$ cat src/rtl/mc_core.sv
// mc_core: multicycle MIPS-subset core with a ready-handshaked unified memory port.
// Optional interrupt entry/return path (EPC, ie, eret) is built when MC_CORE_IRQ_EN is defined.
`timescale 1ns/1ps
module mc_core #(
  parameter logic [31:0] RESET_PC   = 32'h0000_0000,
  parameter logic [31:0] IRQ_VECTOR = 32'h0000_0080,
  parameter int          ADDR_W     = 32
) (
  input  logic              clk,
  input  logic              reset,
  output logic              mem_req,
  output logic              mem_we,
  output logic [ADDR_W-1:0] mem_addr,
  output logic [31:0]       mem_wdata,
  input  logic [31:0]       mem_rdata,
  input  logic              mem_ready,
  input  logic              irq,
  output logic              irq_ack,
  output logic [31:0]       pc_o,
  output logic [31:0]       epc_o,
  output logic [3:0]        state_o
);

  typedef enum logic [3:0] {
    S_FETCH  = 4'd0,
    S_DECODE = 4'd1,
    S_MEMADR = 4'd2,
    S_MEMRD  = 4'd3,
    S_MEMWB  = 4'd4,
    S_MEMWR  = 4'd5,
    S_EXEC   = 4'd6,
    S_RWB    = 4'd7,
    S_ADDIEX = 4'd8,
    S_IWB    = 4'd9,
    S_BRANCH = 4'd10,
    S_JUMP   = 4'd11,
    S_ERET   = 4'd12,
    S_IRQ    = 4'd13,
    S_NOP    = 4'd14
  } state_t;

  localparam logic [5:0] OP_RTYPE = 6'h00;
  localparam logic [5:0] OP_J     = 6'h02;
  localparam logic [5:0] OP_BEQ   = 6'h04;
  localparam logic [5:0] OP_ADDI  = 6'h08;
  localparam logic [5:0] OP_COP0  = 6'h10;
  localparam logic [5:0] OP_LW    = 6'h23;
  localparam logic [5:0] OP_SW    = 6'h2B;

  localparam logic [5:0] FN_ADD  = 6'h20;
  localparam logic [5:0] FN_SUB  = 6'h22;
  localparam logic [5:0] FN_AND  = 6'h24;
  localparam logic [5:0] FN_OR   = 6'h25;
  localparam logic [5:0] FN_SLT  = 6'h2A;
  localparam logic [5:0] FN_ERET = 6'h18;

  state_t      state;
  logic        started;
  logic [31:0] pc;
  logic [31:0] ir;
  logic [31:0] mdr;
  logic signed [31:0] a;
  logic signed [31:0] b;
  logic [31:0] alu_out;
  logic [31:0] regs [32];

  logic [5:0]  op;
  logic [4:0]  rs;
  logic [4:0]  rt;
  logic [4:0]  rd;
  logic [5:0]  funct;
  logic signed [31:0] simm;
  logic [31:0] jtarget;
  logic [31:0] rs_val;
  logic [31:0] rt_val;
  logic        irq_take;
  state_t      next_fetch;

  assign op      = ir[31:26];
  assign rs      = ir[25:21];
  assign rt      = ir[20:16];
  assign rd      = ir[15:11];
  assign funct   = ir[5:0];
  assign simm    = {{16{ir[15]}}, ir[15:0]};
  // pc already holds PC+4 once the instruction register is loaded
  assign jtarget = {pc[31:28], ir[25:0], 2'b00};
  assign rs_val  = (rs == 5'd0) ? 32'd0 : regs[rs];
  assign rt_val  = (rt == 5'd0) ? 32'd0 : regs[rt];

  function automatic logic [31:0] alu_op(input logic [5:0] fn,
                                         input logic signed [31:0] x,
                                         input logic signed [31:0] y);
    logic [31:0] r;
    case (fn)
      FN_ADD:  r = x + y;
      FN_SUB:  r = x - y;
      FN_AND:  r = x & y;
      FN_OR:   r = x | y;
      FN_SLT:  r = (x < y) ? 32'd1 : 32'd0;
      default: r = 32'd0;
    endcase
    return r;
  endfunction

  function automatic logic rtype_known(input logic [5:0] fn);
    return (fn == FN_ADD) || (fn == FN_SUB) || (fn == FN_AND) ||
           (fn == FN_OR)  || (fn == FN_SLT);
  endfunction

  function automatic state_t dispatch(input logic [5:0] opc, input logic [5:0] fn);
    state_t s;
    case (opc)
      OP_RTYPE: s = rtype_known(fn) ? S_EXEC : S_NOP;
      OP_LW,
      OP_SW:    s = S_MEMADR;
      OP_BEQ:   s = S_BRANCH;
      OP_ADDI:  s = S_ADDIEX;
      OP_J:     s = S_JUMP;
`ifdef MC_CORE_IRQ_EN
      OP_COP0:  s = (fn == FN_ERET) ? S_ERET : S_NOP;
`endif
      default:  s = S_NOP;
    endcase
    return s;
  endfunction

`ifdef MC_CORE_IRQ_EN
  logic [31:0] epc;
  logic        ie;
  assign irq_take = irq && ie;
  assign irq_ack  = (state == S_IRQ);
  assign epc_o    = epc;
`else
  logic unused_irq;
  localparam logic [31:0] UNUSED_VECTOR = IRQ_VECTOR;
  localparam logic [5:0]  UNUSED_COP0   = OP_COP0;
  localparam logic [5:0]  UNUSED_ERET   = FN_ERET;
  assign unused_irq = irq;
  assign irq_take   = 1'b0;
  assign irq_ack    = 1'b0;
  assign epc_o      = 32'd0;
`endif

  // every path back to FETCH passes through the interrupt check
  assign next_fetch = irq_take ? S_IRQ : S_FETCH;

  // memory port decoded purely from registered state; started gates the cycle right after reset
  assign mem_req   = started && ((state == S_FETCH) || (state == S_MEMRD) || (state == S_MEMWR));
  assign mem_we    = (state == S_MEMWR);
  assign mem_addr  = (state == S_FETCH) ? pc[ADDR_W-1:0] : alu_out[ADDR_W-1:0];
  assign mem_wdata = b;
  assign pc_o      = pc;
  assign state_o   = state;

  always_ff @(posedge clk or posedge reset) begin
    if (reset) begin
      state   <= S_FETCH;
      started <= 1'b0;
      pc      <= RESET_PC;
      ir      <= 32'd0;
      mdr     <= 32'd0;
      a       <= 32'sd0;
      b       <= 32'sd0;
      alu_out <= 32'd0;
`ifdef MC_CORE_IRQ_EN
      epc     <= 32'd0;
      ie      <= 1'b1;
`endif
    end else begin
      started <= 1'b1;
      case (state)
        S_FETCH: begin
          if (!started) begin
            state <= next_fetch;
          end else if (mem_ready) begin
            ir    <= mem_rdata;
            pc    <= pc + 32'd4;
            state <= S_DECODE;
          end
        end
        S_DECODE: begin
          a       <= rs_val;
          b       <= rt_val;
          alu_out <= pc + {simm[29:0], 2'b00};
          state   <= dispatch(op, funct);
        end
        S_MEMADR: begin
          alu_out <= a + simm;
          state   <= (op == OP_LW) ? S_MEMRD : S_MEMWR;
        end
        S_MEMRD: begin
          if (mem_ready) begin
            mdr   <= mem_rdata;
            state <= S_MEMWB;
          end
        end
        S_MEMWB:  state <= next_fetch;
        S_MEMWR: begin
          if (mem_ready) state <= next_fetch;
        end
        S_EXEC: begin
          alu_out <= alu_op(funct, a, b);
          state   <= S_RWB;
        end
        S_RWB:    state <= next_fetch;
        S_ADDIEX: begin
          alu_out <= a + simm;
          state   <= S_IWB;
        end
        S_IWB:    state <= next_fetch;
        S_BRANCH: begin
          if (a == b) pc <= alu_out;
          state <= next_fetch;
        end
        S_JUMP: begin
          pc    <= jtarget;
          state <= next_fetch;
        end
`ifdef MC_CORE_IRQ_EN
        S_ERET: begin
          pc    <= epc;
          ie    <= 1'b1;
          state <= next_fetch;
        end
        // ie is still 1 during this cycle, so go straight to FETCH without re-checking
        S_IRQ: begin
          epc   <= pc;
          pc    <= IRQ_VECTOR;
          ie    <= 1'b0;
          state <= S_FETCH;
        end
`endif
        S_NOP:    state <= next_fetch;
        default:  state <= S_FETCH;
      endcase
    end
  end

  // register file: write-back stages only; reset parks the FSM in FETCH so no write survives it
  logic        wr_en;
  logic [4:0]  wr_addr;
  logic [31:0] wr_data;

  always_comb begin
    wr_en   = 1'b0;
    wr_addr = rt;
    wr_data = alu_out;
    case (state)
      S_MEMWB: begin wr_en = 1'b1; wr_addr = rt; wr_data = mdr;     end
      S_RWB:   begin wr_en = 1'b1; wr_addr = rd; wr_data = alu_out; end
      S_IWB:   begin wr_en = 1'b1; wr_addr = rt; wr_data = alu_out; end
      default: wr_en = 1'b0;
    endcase
  end

  always_ff @(posedge clk) begin
    if (wr_en && (wr_addr != 5'd0)) regs[wr_addr] <= wr_data;
  end

endmodule

$ cat config.mk
export PLATFORM = sky130hd
export DESIGN_NAME = mc_core
export DESIGN_NICKNAME = d
export VERILOG_FILES = /design/src/rtl/mc_core.sv
export SDC_FILE = /design/constraint.sdc
export NUM_CORES = 2
export LEC_CHECK = 0
export ABC_CLOCK_PERIOD_IN_PS = 6440
export CORE_MARGIN = 2
export CORE_UTILIZATION = 57
export DETAILED_ROUTE_END_ITERATION = 10
export PLACE_DENSITY = 0.84
export SYNTH_ARGS = -nofsm -noshare
export SYNTH_HDL_FRONTEND = slang
export SYNTH_SLANG_ARGS = --single-unit
export TNS_END_PERCENT = 5
$ cat constraint.sdc
create_clock -name clk -period 6.44 [get_ports clk]
set_input_delay 0.966 -clock clk [delete_from_list [all_inputs] [get_ports clk]]
set_output_delay 0.966 -clock clk [all_outputs]
set_load 0.05 [all_outputs]
; ---- After elaboration in Yosys (flattened, before gate mapping)
; Memories as Yosys holds them, arrays and structs flattened.
; Cells that the tools add are included.
[word_totals]
mem_bits_ro = 0
wordCells = 94
mem_bits_rw = 1024
inputBits = 36
register_bits = 197
latch_bits = 0
out_inout_bits = 135
n_memories = 1
[classes]
bitwise_logic = 3
n_reduce_logical = 24
eq_ne = 28
add_sub_neg = 5
mul = 0
muxes = 23
n_div = 0
order_cmp = 1
shift = 0
[memory_table]
columns = name, depth, width, rd, rd_ports_with_merged_regs, wr, line_no
row1 = regs, 32, 32, 2, 0, 1, 65  ; logic [31:0] regs [32];
[ops]
columns = operator, n
row1 = $mux 32, 7
row2 = $pmux 32 s3, 2
row3 = $pmux 32 s5, 1
row4 = $add 32x32->32, 2
row5 = $eq 6x6->1 const B, 7
row6 = $add 32x16->32, 1
row7 = $add 32x3->32 const B, 1
row8 = $and 32x32->32, 1
row9 = $eq 32x32->1, 1
row10 = $lt 32x32->1, 1
row11 = $or 32x32->32, 1
row12 = $sub 32x32->32, 1
row13 = $pmux 4 s7, 1
row14 = $mux 4, 5
row15 = $pmux 4 s5, 1
row16 = $eq 4x3->1 const B, 4
row17 = $eq 4x4->1 const B, 4
row18 = $logic_not 5->1, 2
row19 = $eq 4x2->1 const B, 2
row20 = $ne 2x2->1 const B, 4
row21 = $eq 6x2->1 const B, 1
row22 = $eq 6x3->1 const B, 1
row23 = $eq 6x4->1 const B, 1
row24 = $logic_not 6->1, 1
row25 = 19 further kinds, 31

; ---- Depth between registers and ports, before layout
[depth]
ltp_word = 8
depth_mapped = 13
mapped_depth_nobuf = 12

; ---- Worst setup path after synthesis
; No wires, ideal clock.
[synth_timing]
path_kind = register to register
start = register state[2] (netlist: state_o[2])
end = memory regs[12][0], enable pin
arrival_time_ns = 5.141
path_buffers = 1
t_required_ns = 5.939
setup_ns = 0.501
setup_slack_ns = 0.798
period_less_slack_ns = 5.642
path_stages_with_launch = 7
path_cell_list = dfrtp_1 -> buf_2 -> nand2b_1 -> or2_2 -> a31oi_1 -> o21ai_1 -> nor4_1
[synth_via]
elab_chain_len = 6
word_cells_on_any_way = 10
classes_between = eq/ne: 3 / mux: 4 / reduce/logical: 3
[synth_rtl]
columns = element, line_no
row1 = start: declaration, 57  ; state_t state;
row2 = start signal: assignment, 174  ; state <= next_fetch;
row3 = start signal: assignment, 185  ; state <= dispatch(op, funct);
row4 = start signal: assignment, 189  ; state <= (op == OP_LW) ? S_MEMRD : S_MEMWR;
row5 = $eq 4x3->1 or $eq 4x4->1 (tied branches), --
row6 = $mux 5 or $reduce_or 3->1 (tied branches), --
row7 = $reduce_bool 5->1 or $mux 1 (tied branches), "257, 248"
row8 = $logic_and 1x1->1, 257  ; if (wr_en && (wr_addr != 5'd0)) regs[wr_addr] <= wr_data;
row9 = $mux 1, 257
row10 = $mux 1 (implied by the code), 257
row11 = end: declaration, 65
; Several ways; a longest one is shown, not always the timed one.

; ---- Worst setup path after layout
[layout_timing]
start = register state[1] (netlist: state_o[1])
end = memory regs[26][24], enable pin
; The elaborated chain is that of the path after synthesis.

==> reports/qor.csv <==
stage;metric;value;unit
synth;leading area contributor after synthesis;edfxtp_1;
synth;Syn Std Cell Area;64800;sq um
synth;number of synthesized flops with an enable pin;1024;
routing;drt first-iter violations;7825;
floorplanning;# IOs;171;
sta;crit path time final;4.72;ns
placed_design;HPWL Detailed;136;mm
pwr;Final Power;40.9;mW
cts;hold_buf cts;0;
setup_path;critical-path cell list;nand2_1, or2_2, a31oi_1, buf_4, o21ai_1, a21oi_1, nand2_1, nor2_4, buf_4;
sta;Max Slew Vio Count;0;
final_layout;layout cell share with drive strength beyond 1;26.1;%
synth;top cell type's share of synthesized area;47.5;%
synth;Synth top cells by count;edfxtp_1 (1024), mux4_2 (576), mux2_2 (218);
routing;Final ANT Viol Nets;0;
setup_path;Setup CP Type;flip-flop to flip-flop;
setup_path;required time of the critical path;6.80;ns
cts;Post-CTS Resized;0;
setup_path;CP Launch Type;flip-flop;
floorplanning;Die X;341;um
sta;# setup viols final;0;
cts;CTS tree;done;
synth;cells after synthesis;4241;
cts;post-CTS setup buffers;0;
setup_path;crit path DAT;5.08;ns
sta;Slew @ Worst Pin;1.26;ns
cts;CTS HTree Levels;3;
global_route;GRT Total Usage;37.0;%
global_route;largest net degree at the start of global routing;124;
setup_path;CP delay by family, top;simple AND/OR/NAND/NOR gates;
final_layout;P&R area growth vs syn;11.3;%
routing;total wire length;215;mm
pwr;VDD IR max;0.403;mV
sta;Final Cycle Share;73.3;%
cts;clock-pin slew on the worst setup and hold paths;0.07;ns
setup_path;CP endpoint kind;flip-flop;
setup_path;critical-path maximum fanout;21;
synth;most common cell in the netlist;edfxtp_1;
outcome;status;completed;
sta;Layout Skew;0.0370;ns
synth;#FFs+latches synth;1221;
cts;Bufs on Longest Clock Path;3;
floorplanning;Initial Util;57.5;%
flow_run;total of max-cap violations;0;
synth;synthesized area per cell;15.3;sq um
sta;RSZ-0062 raised after global routing;no;
sta;fmax;0.212;GHz
routing;drt wl/cell;36.1;um
floorplanning;CORE AREA;113000;sq um
routing;Vias/cell;7.48;
final_layout;FF/Latch Area;35700;sq um
routing;vias post-DR;44610;
synth;count of cell types in the netlist;89;
floorplanning;Cell Rows;123;
synth;synth top area cells;edfxtp_1 (47%), mux4_2 (20%), dfrtp_1 (7.6%);
final_layout;final net count;4564;
sta;final hold violation count;0;
synth;Top FF cell, synth;edfxtp_1;
pwr;Pwr per Cell Area;567;nW/um^2
pwr;Lkg Pwr;24.5;nW
placed_design;Routability Congestion;1.00;
synth;yosys warns;0;
min_path;Hold Path Class;flip-flop to flip-flop;
final_layout;Multi-input gate area;27800;sq um
sta;Setup TNS;0;ns
synth;sequential element share of the synthesized area;55.1;%
final_layout;# fillers;7567;
global_route;GR Overflow Total;0;
cts;Clock Sinks;1221;
global_route;first-pass GRT wire length;309;mm
setup_path;Buf/Inv on CP;2;
sta;max_slew headroom;15.7;%
synth;async set or reset register ratio after synthesis;16.1;%
setup_path;crit-path max cell delay;0.82;ns
global_route;vias in the first global route;44176;
cts;CTS root buffer;clkbuf_16;
floorplanning;die area;116000;sq um
routing;DRC Markers;0;
global_route;initial antenna violation count;8;
routing;First-pass DRT Iterations;8;
setup_path;Slowest cell on crit path;dfrtp_1;
cts;clock buffer count from CTS;120;
placed_design;port bufs;136;
floorplanning;Die Y;341;um
cts;Worst-Skew Late Latency;0.75;ns
[power breakdown]
part,internal [mW],switching [mW],total (mW)
combinational,8.41,13.0,21.4
clock,4.02,3.17,7.18
sequential,10.6,1.62,12.3
[kinds of logic (layout without fill, tap and decap cells)]
logic type / Yosys count / in the layout / share of synthesized area [%]
DFF: 1221 / 1221 / 55.1
muxes: 847 / 847 / 24.6
AOI/OAI and AO/OA: 819 / 819 / 8.20
and+or+nand+nor: 674 / 674 / 4.98
buffers and inverters: 444 / 604 / 2.90
adders and majority gates: 168 / 168 / 3.29
xor gates and xnor gates: 66 / 66 / 0.892
other: 2 / 68 / 0.0116
[registers in the layout, summed over array words and instances, names as in the netlist]
name       flops
ir            32
regs        1024
pc_o          32
alu_out       32
mem_wdata     32
state_o        4
started        1
mdr           32
a             32
[per-stage QoR]
step                      area, sq um  cells  utilization (%)  setup WS, ns  hold slack, ns
after floorplan                 65000   4305                -         0.105           0.474
after global placement          68200   5738             60.5          2.01           0.482
after detailed placement        68200   5738             60.5          1.90           0.491
after CTS                       72100   5965             64.0          1.88           0.506
after global routing            72100   5965             64.0          1.59           0.524
final                           72100   5967             64.0          1.72           0.505
[cell usage in the layout (no fill, tap or decap), drive strengths merged, types with 49 or more instances in the layout]
| cell | n |
|---|---|
| a21oi | 208 |
| buf | 112 |
| clkbuf | 148 |
| clkdlybuf4s50 | 136 |
| clkinv | 55 |
| conb | 66 |
| dfrtp | 197 |
| edfxtp | 1024 |
| ha | 164 |
| inv | 135 |
| mux2 | 218 |
| mux2i | 53 |
| mux4 | 576 |
| nand2 | 164 |
| nor2 | 209 |
| nor2b | 56 |
| nor3 | 49 |
| o21ai | 171 |
| o22ai | 103 |
[worst paths after layout]
check	startpoint	end	slack, ns	depth (start not counted)
hold reg to reg	mdr[13]	mdr[13]	0.51	1
min in group asynchronous	reset	a[7]	0.73	2
hold / removal	mdr[13]	mdr[13]	0.51	1
max in group asynchronous	reset	a[24]	4.42	3
setup reg to reg	state_o[1]	regs[26][24]	1.72	9
setup / recovery	state_o[1]	regs[26][24]	1.72	9
[metal layers]
layer	up-vias	global-route usage, %	share of wire (%)	wire length, um
met5	-	0	0.048	103
met1	22495	48.3	34	72900
li1	17388	-	-	-
met3	841	9.43	13	28300
met2	3870	57.3	46	99700
met4	16	20.8	6.7	14400
[final cells by class]
| cell class | instances | area share [%] |
|---|---|---|
| diodes | 2 | 0.00694 |
| clock buffers | 148 | 4.38 |
| clock inverters | 79 | 1.09 |
| inverters | 129 | 0.682 |
| multi-input cells | 2640 | 38.5 |
| flip-flops and latches | 1221 | 49.5 |
| well taps | 1500 | 2.60 |
| repair buffers | 248 | 3.23 |
Note: power is estimated with default switching activity, not from simulation.
